<file path="src/rtl/level_pkg.sv">
// Shared types and default constants for the priority-level scheduler.
// The types are sized for the default configuration of eight levels and 32-bit pc.
package level_pkg;

    localparam int unsigned NUM_LEVELS_DEF = 8;
    localparam int unsigned DATA_WIDTH_DEF = 32;
    localparam logic [31:0] VEC_BASE_DEF   = 32'h0000_0100;
    localparam logic [31:0] RET_MAGIC_DEF  = 32'hFFFF_FFFC;

    typedef logic [$clog2(NUM_LEVELS_DEF)-1:0] level_t;

    typedef enum logic [1:0] {
        RUN,
        ENTRY,
        EXIT
    } sched_state_e;

    typedef struct packed {
        level_t                    level;
        logic [DATA_WIDTH_DEF-1:0] pc;
    } stack_entry_t;

endpackage

</file>
<file path="src/rtl/level_sched_prio_enc.sv">
// Highest-set-bit encoder with a valid flag.
// It is also intended for reuse by the interrupt controller.
module prio_enc #(
    parameter int unsigned Width = 8
) (
    input  logic [Width-1:0]         req,
    output logic [$clog2(Width)-1:0] idx,
    output logic                     valid
);

    localparam int unsigned IW = $clog2(Width);

    always_comb begin
        idx   = '0;
        valid = 1'b0;
        for (int i = 0; i < Width; i++) begin
            if (req[i]) begin
                idx   = IW'(i);
                valid = 1'b1;
            end
        end
    end

endmodule

</file>
<file path="src/rtl/level_sched.sv">
// Priority-level scheduler: picks the active register bank, and saves and restores
// level/pc on preemption and on return.
//
// state | meaning
// RUN   | normal execution; evaluates return and preemption requests
// ENTRY | one cycle: ra of new bank <= RetMagic, redirect to vector, ack pending bit
// EXIT  | one cycle: restored level active, redirect to saved pc
module level_sched
    import level_pkg::*;
#(
    parameter int unsigned          DataWidth = DATA_WIDTH_DEF,
    parameter int unsigned          NumLevels = NUM_LEVELS_DEF,
    parameter logic [DataWidth-1:0] VecBase   = DataWidth'(VEC_BASE_DEF),
    parameter logic [DataWidth-1:0] RetMagic  = DataWidth'(RET_MAGIC_DEF)
) (
    input  logic                         clk,
    input  logic                         reset,
    input  logic [NumLevels-1:0]         irqPend,
    output logic [NumLevels-1:0]         irqAck,
    input  logic                         retReq,
    input  logic [DataWidth-1:0]         pcIn,
    output logic                         pcLoad,
    output logic [DataWidth-1:0]         pcOut,
    output logic                         busy,
    output logic [$clog2(NumLevels)-1:0] level,
    output logic                         writeRaEn,
    output logic [DataWidth-1:0]         writeRaData,
    output logic                         err
);

    localparam int unsigned LW = $clog2(NumLevels);

    typedef struct packed {
        logic [LW-1:0]        lvl;
        logic [DataWidth-1:0] pc;
    } entry_t;

    sched_state_e  state_q;
    logic [LW-1:0] sp_q;
    logic [LW-1:0] hp;
    logic          hp_valid;
    logic          preempt;
    logic          do_ret;
    logic          do_push;
    entry_t        top;
    entry_t        stack_q [NumLevels-1];

    // Level 0 is thread mode and can never preempt, so its pending bit is masked.
    prio_enc #(.Width(NumLevels)) u_prio_enc (
        .req   (irqPend & ~NumLevels'(1)),
        .idx   (hp),
        .valid (hp_valid)
    );

    always_comb begin
        preempt = (state_q == RUN) && !retReq && hp_valid && (hp > level);
        do_push = preempt && (sp_q != LW'(NumLevels - 1));
        do_ret  = (state_q == RUN) && retReq && (level != '0);
        top     = stack_q[sp_q - LW'(1)];
    end

    always_ff @(posedge clk) begin
        if (do_push) begin
            stack_q[sp_q] <= '{lvl: level, pc: pcIn};
        end
    end

    always_ff @(posedge clk or negedge reset) begin
        if (!reset) begin
            state_q     <= RUN;
            sp_q        <= '0;
            level       <= '0;
            irqAck      <= '0;
            pcLoad      <= 1'b0;
            pcOut       <= VecBase;
            busy        <= 1'b0;
            writeRaEn   <= 1'b0;
            writeRaData <= '0;
            err         <= 1'b0;
        end else begin
            case (state_q)
                RUN: begin
                    if (retReq && !do_ret) begin
                        err <= 1'b1;
                    end else if (do_ret) begin
                        sp_q    <= sp_q - LW'(1);
                        level   <= top.lvl;
                        pcOut   <= top.pc;
                        pcLoad  <= 1'b1;
                        busy    <= 1'b1;
                        state_q <= EXIT;
                    end else if (do_push) begin
                        sp_q        <= sp_q + LW'(1);
                        level       <= hp;
                        pcOut       <= VecBase + (DataWidth'(hp) << 2);
                        pcLoad      <= 1'b1;
                        busy        <= 1'b1;
                        irqAck      <= NumLevels'(1) << hp;
                        writeRaEn   <= 1'b1;
                        writeRaData <= RetMagic;
                        state_q     <= ENTRY;
                    end else if (preempt) begin
                        // Stack full: cannot happen with strictly rising levels.
                        err <= 1'b1;
                    end
                end
                default: begin
                    state_q   <= RUN;
                    pcLoad    <= 1'b0;
                    busy      <= 1'b0;
                    irqAck    <= '0;
                    writeRaEn <= 1'b0;
                end
            endcase
        end
    end

endmodule

</file>
<file path="config.mk">
export PLATFORM = sky130hd
export DESIGN_NAME = level_sched
export DESIGN_NICKNAME = d
export VERILOG_FILES = /design/src/rtl/level_pkg.sv /design/src/rtl/level_sched_prio_enc.sv /design/src/rtl/level_sched.sv
export SDC_FILE = /design/constraint.sdc
export NUM_CORES = 1
export LEC_CHECK = 0
export CAP_MARGIN = 20
export CORE_AREA = 10 10 184 186
export DETAILED_ROUTE_END_ITERATION = 8
export DIE_AREA = 0 0 194 196
export HOLD_SLACK_MARGIN = 0.05
export REMOVE_ABC_BUFFERS = 1
export SLEW_MARGIN = 15
export SYNTH_ARGS = -nofsm -noshare
export SYNTH_HDL_FRONTEND = slang
export SYNTH_SLANG_ARGS = --single-unit
</file>
<file path="constraint.sdc">
create_clock -name clk -period 5.8 [get_ports clk]
set_input_delay 1.16 -clock clk [delete_from_list [all_inputs] [get_ports clk]]
set_output_delay 1.16 -clock clk [all_outputs]
set_load 0.01 [all_outputs]
</file>
==> impl_metrics.prom <==
# TYPE chip_impl_metric gauge
chip_impl_info{name="outcome",value="finished, final reports clean"} 1
chip_impl_metric{name="via_count",unit=""} 6305
chip_impl_metric{name="grt_antenna_before_repair",unit=""} 1
chip_impl_metric{name="synth_cell_types",unit=""} 49
chip_impl_metric{name="synth_compound_gate_area_share",unit="%"} 8.38
chip_impl_info{name="cp_common_cell",value="inv_2"} 1
chip_impl_info{name="critical-path-slowest-cell",value="clkdlybuf4s50_1"} 1
chip_impl_metric{name="slew_headroom",unit="%"} 30.3
chip_impl_metric{name="detail_route.first_pass.iterations",unit=""} 4
chip_impl_metric{name="grt_pass1_vias",unit=""} 6583
chip_impl_metric{name="peakVddDrop",unit="mV"} 0.362
chip_impl_info{name="synthMostInstantiatedCell",value="edfxtp_1"} 1
chip_impl_metric{name="sequential_cell_area",unit="mm²"} 0.00866
chip_impl_metric{name="finalCritPeriodShare",unit="%"} 72.9
chip_impl_info{name="synthTopCellsByArea",value="edfxtp_1, dfrtp_1, mux4_2"} 1
chip_impl_metric{name="worst_ep_required",unit="ns"} 5.98
chip_impl_metric{name="synth.yosys.warnings",unit=""} 0
chip_impl_metric{name="ys_async_sr_fraction",unit="%"} 17.5
chip_impl_metric{name="syn-instance-count",unit=""} 701
chip_impl_metric{name="swShare",unit="%"} 32.7
chip_impl_metric{name="place.port_buffers",unit=""} 118
chip_impl_metric{name="netlist_area",unit="mm²"} 0.0119
chip_impl_metric{name="post_route_cells_drive_above_1_share",unit="%"} 17.2
chip_impl_info{name="critical_path_cell_sequence",value="clkdlybuf4s50_1 -> nor4_4 -> inv_2 -> ha_1 -> a311oi_2 -> o41a_4 -> nand2_4 -> inv_2 -> and4_2 -> buf_4"} 1
chip_impl_metric{name="core_area",unit="mm²"} 0.0303
chip_impl_metric{name="synth_edf_count",unit=""} 245
chip_impl_metric{name="antenna_violating_nets_post_route",unit=""} 0
chip_impl_metric{name="multi_input_area",unit="mm²"} 0.00285
chip_impl_metric{name="post_synth_mux_area_share",unit="%"} 9.90
chip_impl_metric{name="num_io_pins",unit=""} 122
chip_impl_info{name="cp-endpoint",value="stack_q[6][33]"} 1
chip_impl_metric{name="die_width",unit="µm"} 194
chip_impl_metric{name="critical_path_arrival",unit="ns"} 4.41
chip_impl_metric{name="post_cts.repair.setup_buffers",unit=""} 0
chip_impl_info{name="rr_startpoint",value="sp_q[0]"} 1
chip_impl_metric{name="finalInstanceArea",unit="mm²"} 0.0143
chip_impl_metric{name="synth-simple-area-share",unit="%"} 4.29
chip_impl_metric{name="share_comb_of_total_power",unit="%"} 36.3
chip_impl_metric{name="finalHoldViolations",unit=""} 0
chip_impl_info{name="root_buffer",value="clkbuf_16"} 1
chip_impl_metric{name="clock_skew",unit="ns"} 0.0113
chip_impl_metric{name="timing_worst_slew_pin_value",unit="ns"} 1.05
chip_impl_info{name="synth_largest_area_cell",value="edfxtp_1"} 1
chip_impl_metric{name="p_leak",unit="µW"} 0.00504
chip_impl_metric{name="chipHeight",unit="µm"} 196
chip_impl_metric{name="critical_path.max_fanout",unit=""} 29
chip_impl_info{name="min_path_type",value="reg -> reg"} 1
chip_impl_metric{name="yosys.area_share.xor_xnor",unit="%"} 0.147
chip_impl_metric{name="grt-ovfl-total",unit=""} 0
chip_impl_metric{name="clkTransAtPathRegs",unit="ns"} 0.06
chip_impl_metric{name="share_seq_of_total_power",unit="%"} 38.7
chip_impl_metric{name="fin_nets",unit=""} 845
chip_impl_metric{name="synth_seq_cells",unit=""} 297
chip_impl_metric{name="pwr_density_cell",unit="mW/mm²"} 519
chip_impl_metric{name="share_of_power_burned_in_the_clock_network",unit="%"} 25.0
chip_impl_metric{name="max_freq",unit="MHz"} 237
chip_impl_metric{name="dp_hpwl",unit="mm"} 14.6
chip_impl_metric{name="avgSynthCellArea",unit="µm²"} 17.0
chip_impl_metric{name="max-clock-path-buffers",unit=""} 3
chip_impl_metric{name="critical_path.max_stage_delay",unit="ns"} 0.52
chip_impl_metric{name="fillerInstances",unit=""} 2615
chip_impl_metric{name="area.growth.synth_to_final",unit="%"} 20.2
chip_impl_metric{name="reg2regPathDepth",unit=""} 7
chip_impl_metric{name="postCtsHoldBufs",unit=""} 0
chip_impl_metric{name="wl_per_cell",unit="µm"} 20.5
chip_impl_metric{name="h_tree_lvl_count",unit=""} 1
chip_impl_metric{name="drv_slew",unit=""} 0
chip_impl_metric{name="cts_inserted_buffers",unit=""} 30
chip_impl_metric{name="grt_usage",unit="%"} 12.6
chip_impl_info{name="worstSetupPathType",value="in -> reg"} 1
chip_impl_info{name="synthTopCellsByCount",value="edfxtp_1, dfrtp_1, nor2_1, nand2_1, mux2i_1"} 1
chip_impl_metric{name="switchingPower",unit="µW"} 2420
chip_impl_metric{name="utilization",unit="%"} 47.3
chip_impl_metric{name="final_routed_drc_violation_total",unit=""} 0
chip_impl_metric{name="initial_utilization",unit="%"} 39.3
chip_impl_metric{name="die_outline_area",unit="mm²"} 0.0380
chip_impl_metric{name="power_report.internal_total",unit="µW"} 5000
chip_impl_info{name="timing.critical_path.from",value="irqPend[7]"} 1
chip_impl_metric{name="gp_congestion",unit=""} 0.766
chip_impl_metric{name="layout_min_cycle_time",unit="ns"} 4.23
chip_impl_metric{name="grt_pass1_wl",unit="mm"} 38.6
chip_impl_metric{name="rrSetupSlack",unit="ns"} 2.20
chip_impl_info{name="cts_tree",value="yes"} 1
chip_impl_info{name="worst_setup_path_start_kind",value="input pin"} 1
chip_impl_metric{name="synthAdderAreaFrac",unit="%"} 0.630
chip_impl_info{name="critPathCaptureType",value="flop"} 1
chip_impl_metric{name="postPlaceCellArea",unit="mm²"} 0.0134
chip_impl_metric{name="grt_max_degree",unit=""} 90
chip_impl_info{name="synth_top_family_by_area",value="multiplexers"} 1
chip_impl_info{name="reg2reg_to",value="pcOut[7]"} 1
chip_impl_metric{name="wl",unit="mm"} 24.9
chip_impl_metric{name="drtIter0Drc",unit=""} 267
chip_impl_metric{name="synth-seq-area-share",unit="%"} 72.7
chip_impl_metric{name="setup_violators_final",unit=""} 0
chip_impl_info{name="grt_setup_unrepaired",value="no"} 1
chip_impl_metric{name="clkSinkCount",unit=""} 297
chip_impl_metric{name="timing.max_cap.violations",unit=""} 0
chip_impl_metric{name="cts_resized",unit=""} 0
chip_impl_metric{name="diodes",unit=""} 0
chip_impl_metric{name="clk_latency",unit="ns"} 0.54
chip_impl_metric{name="viasPerCell",unit=""} 5.19
chip_impl_info{name="synth_top_flop_cell",value="edfxtp_1"} 1
chip_impl_metric{name="synthDominantCellAreaShare",unit="%"} 61.8
chip_impl_metric{name="number_of_cell_rows",unit=""} 64
chip_impl_metric{name="final.hold.worst_slack",unit="ns"} 0.497
area by class of cell:
| cell class | count | share of cell area, % |
|---|---|---|
| timing repair buffer | 135 | 9.22 |
| sequential | 297 | 60.5 |
| clock buffer | 38 | 5.60 |
| multi-input combinational | 324 | 19.9 |
| tap | 396 | 3.46 |
| inverter | 8 | 0.210 |
| clock inverter | 17 | 1.06 |
power groups by stage:
stage | Sequential [µW] | Clock (µW) | Combinational [µW]
floorplan | 2970 | 0 | 1840
global placement | 2910 | 0 | 2740
detailed placement | 2920 | 0 | 2760
CTS | 2880 | 1910 | 2770
global route | 2910 | 1990 | 2960
finish | 2870 | 1860 | 2690
stage by stage:
step / setup WS [ns] / total power [µW] / TNS (ns) / cells
6_report: 1.57 / 7420 / 0 / 1215
5_1_grt: 1.44 / 7860 / 0 / 1215
4_1_cts: 1.57 / 7560 / 0 / 1215
3_5_place_dp: 1.00 / 5680 / 0 / 1160
3_3_place_gp: 1.05 / 5650 / 0 / 1160
2_1_floorplan: -1.33 / 4810 / -216.30 / 629
layout by cell type, fill, tap and decap left out, types with 28 or more instances in the layout:
master / netlist / layout
dfrtp_1: 51 / 50
a31o_2: 28 / 28
a211o_1: 32 / 32
nand2_1: 42 / 42
nor2_1: 44 / 44
edfxtp_1: 245 / 245
a21oi_1: 33 / 33
mux4_2: 35 / 35
clkdlybuf4s50_1: 0 / 117
mux2i_1: 39 / 39
clkbuf_16: 0 / 31
worst min path at each step:
| stage | start | end | slack (ns) | cells past startpoint |
|---|---|---|---|---|
| final | writeRaEn | writeRaEn | 0.50 | 1 |
| after floorplan | err | err | 0.51 | 1 |
| after global placement | pcOut[9] | pcOut[9] | 0.49 | 1 |
| after CTS | pcOut[9] | pcOut[9] | 0.51 | 1 |
| after global routing | pcOut[18] | pcOut[18] | 0.53 | 1 |
| after detailed placement | writeRaEn | writeRaEn | 0.50 | 1 |
critical path: cells and delay by family:
kind	cells	cell delay, ns
buf+inv	4	1.31
fa+ha+maj	1	0.33
simple gates	3	0.86
compound gates	2	0.70
cell families (layout without fill, tap and decap cells):
| group | after synthesis | in the layout |
|---|---|---|
| adder cells (fa/ha/maj) | 6 | 6 |
| other | 1 | 2 |
| AND/OR/NAND/NOR | 111 | 111 |
| multiplexers | 74 | 74 |
| AO/OA/AOI/OAI | 129 | 129 |
| XOR/XNOR | 2 | 2 |
| buffers and inverters | 81 | 198 |
| flip-flops | 297 | 297 |
metal layers:
metal | wire length [µm] | vias up | part of all wire, % | global-route usage [%]
met4 | 306 | 2 | 1.2 | 2.25
met3 | 1610 | 32 | 6.5 | 3.14
met1 | 11200 | 3209 | 45 | 16.6
met5 | 18 | - | 0.072 | 0
li1 | - | 2905 | - | -
met2 | 11800 | 157 | 47 | 21.0
flip-flops by register name, indices dropped and copies added (netlist names):
signal	count
busy	1
err	1
irqAck	8
level	3
pcOut	32
sp_q	3
stack_q	245
state_q	2
writeRaData	1
writeRaEn	1
Power figures use the tool's default switching activity.
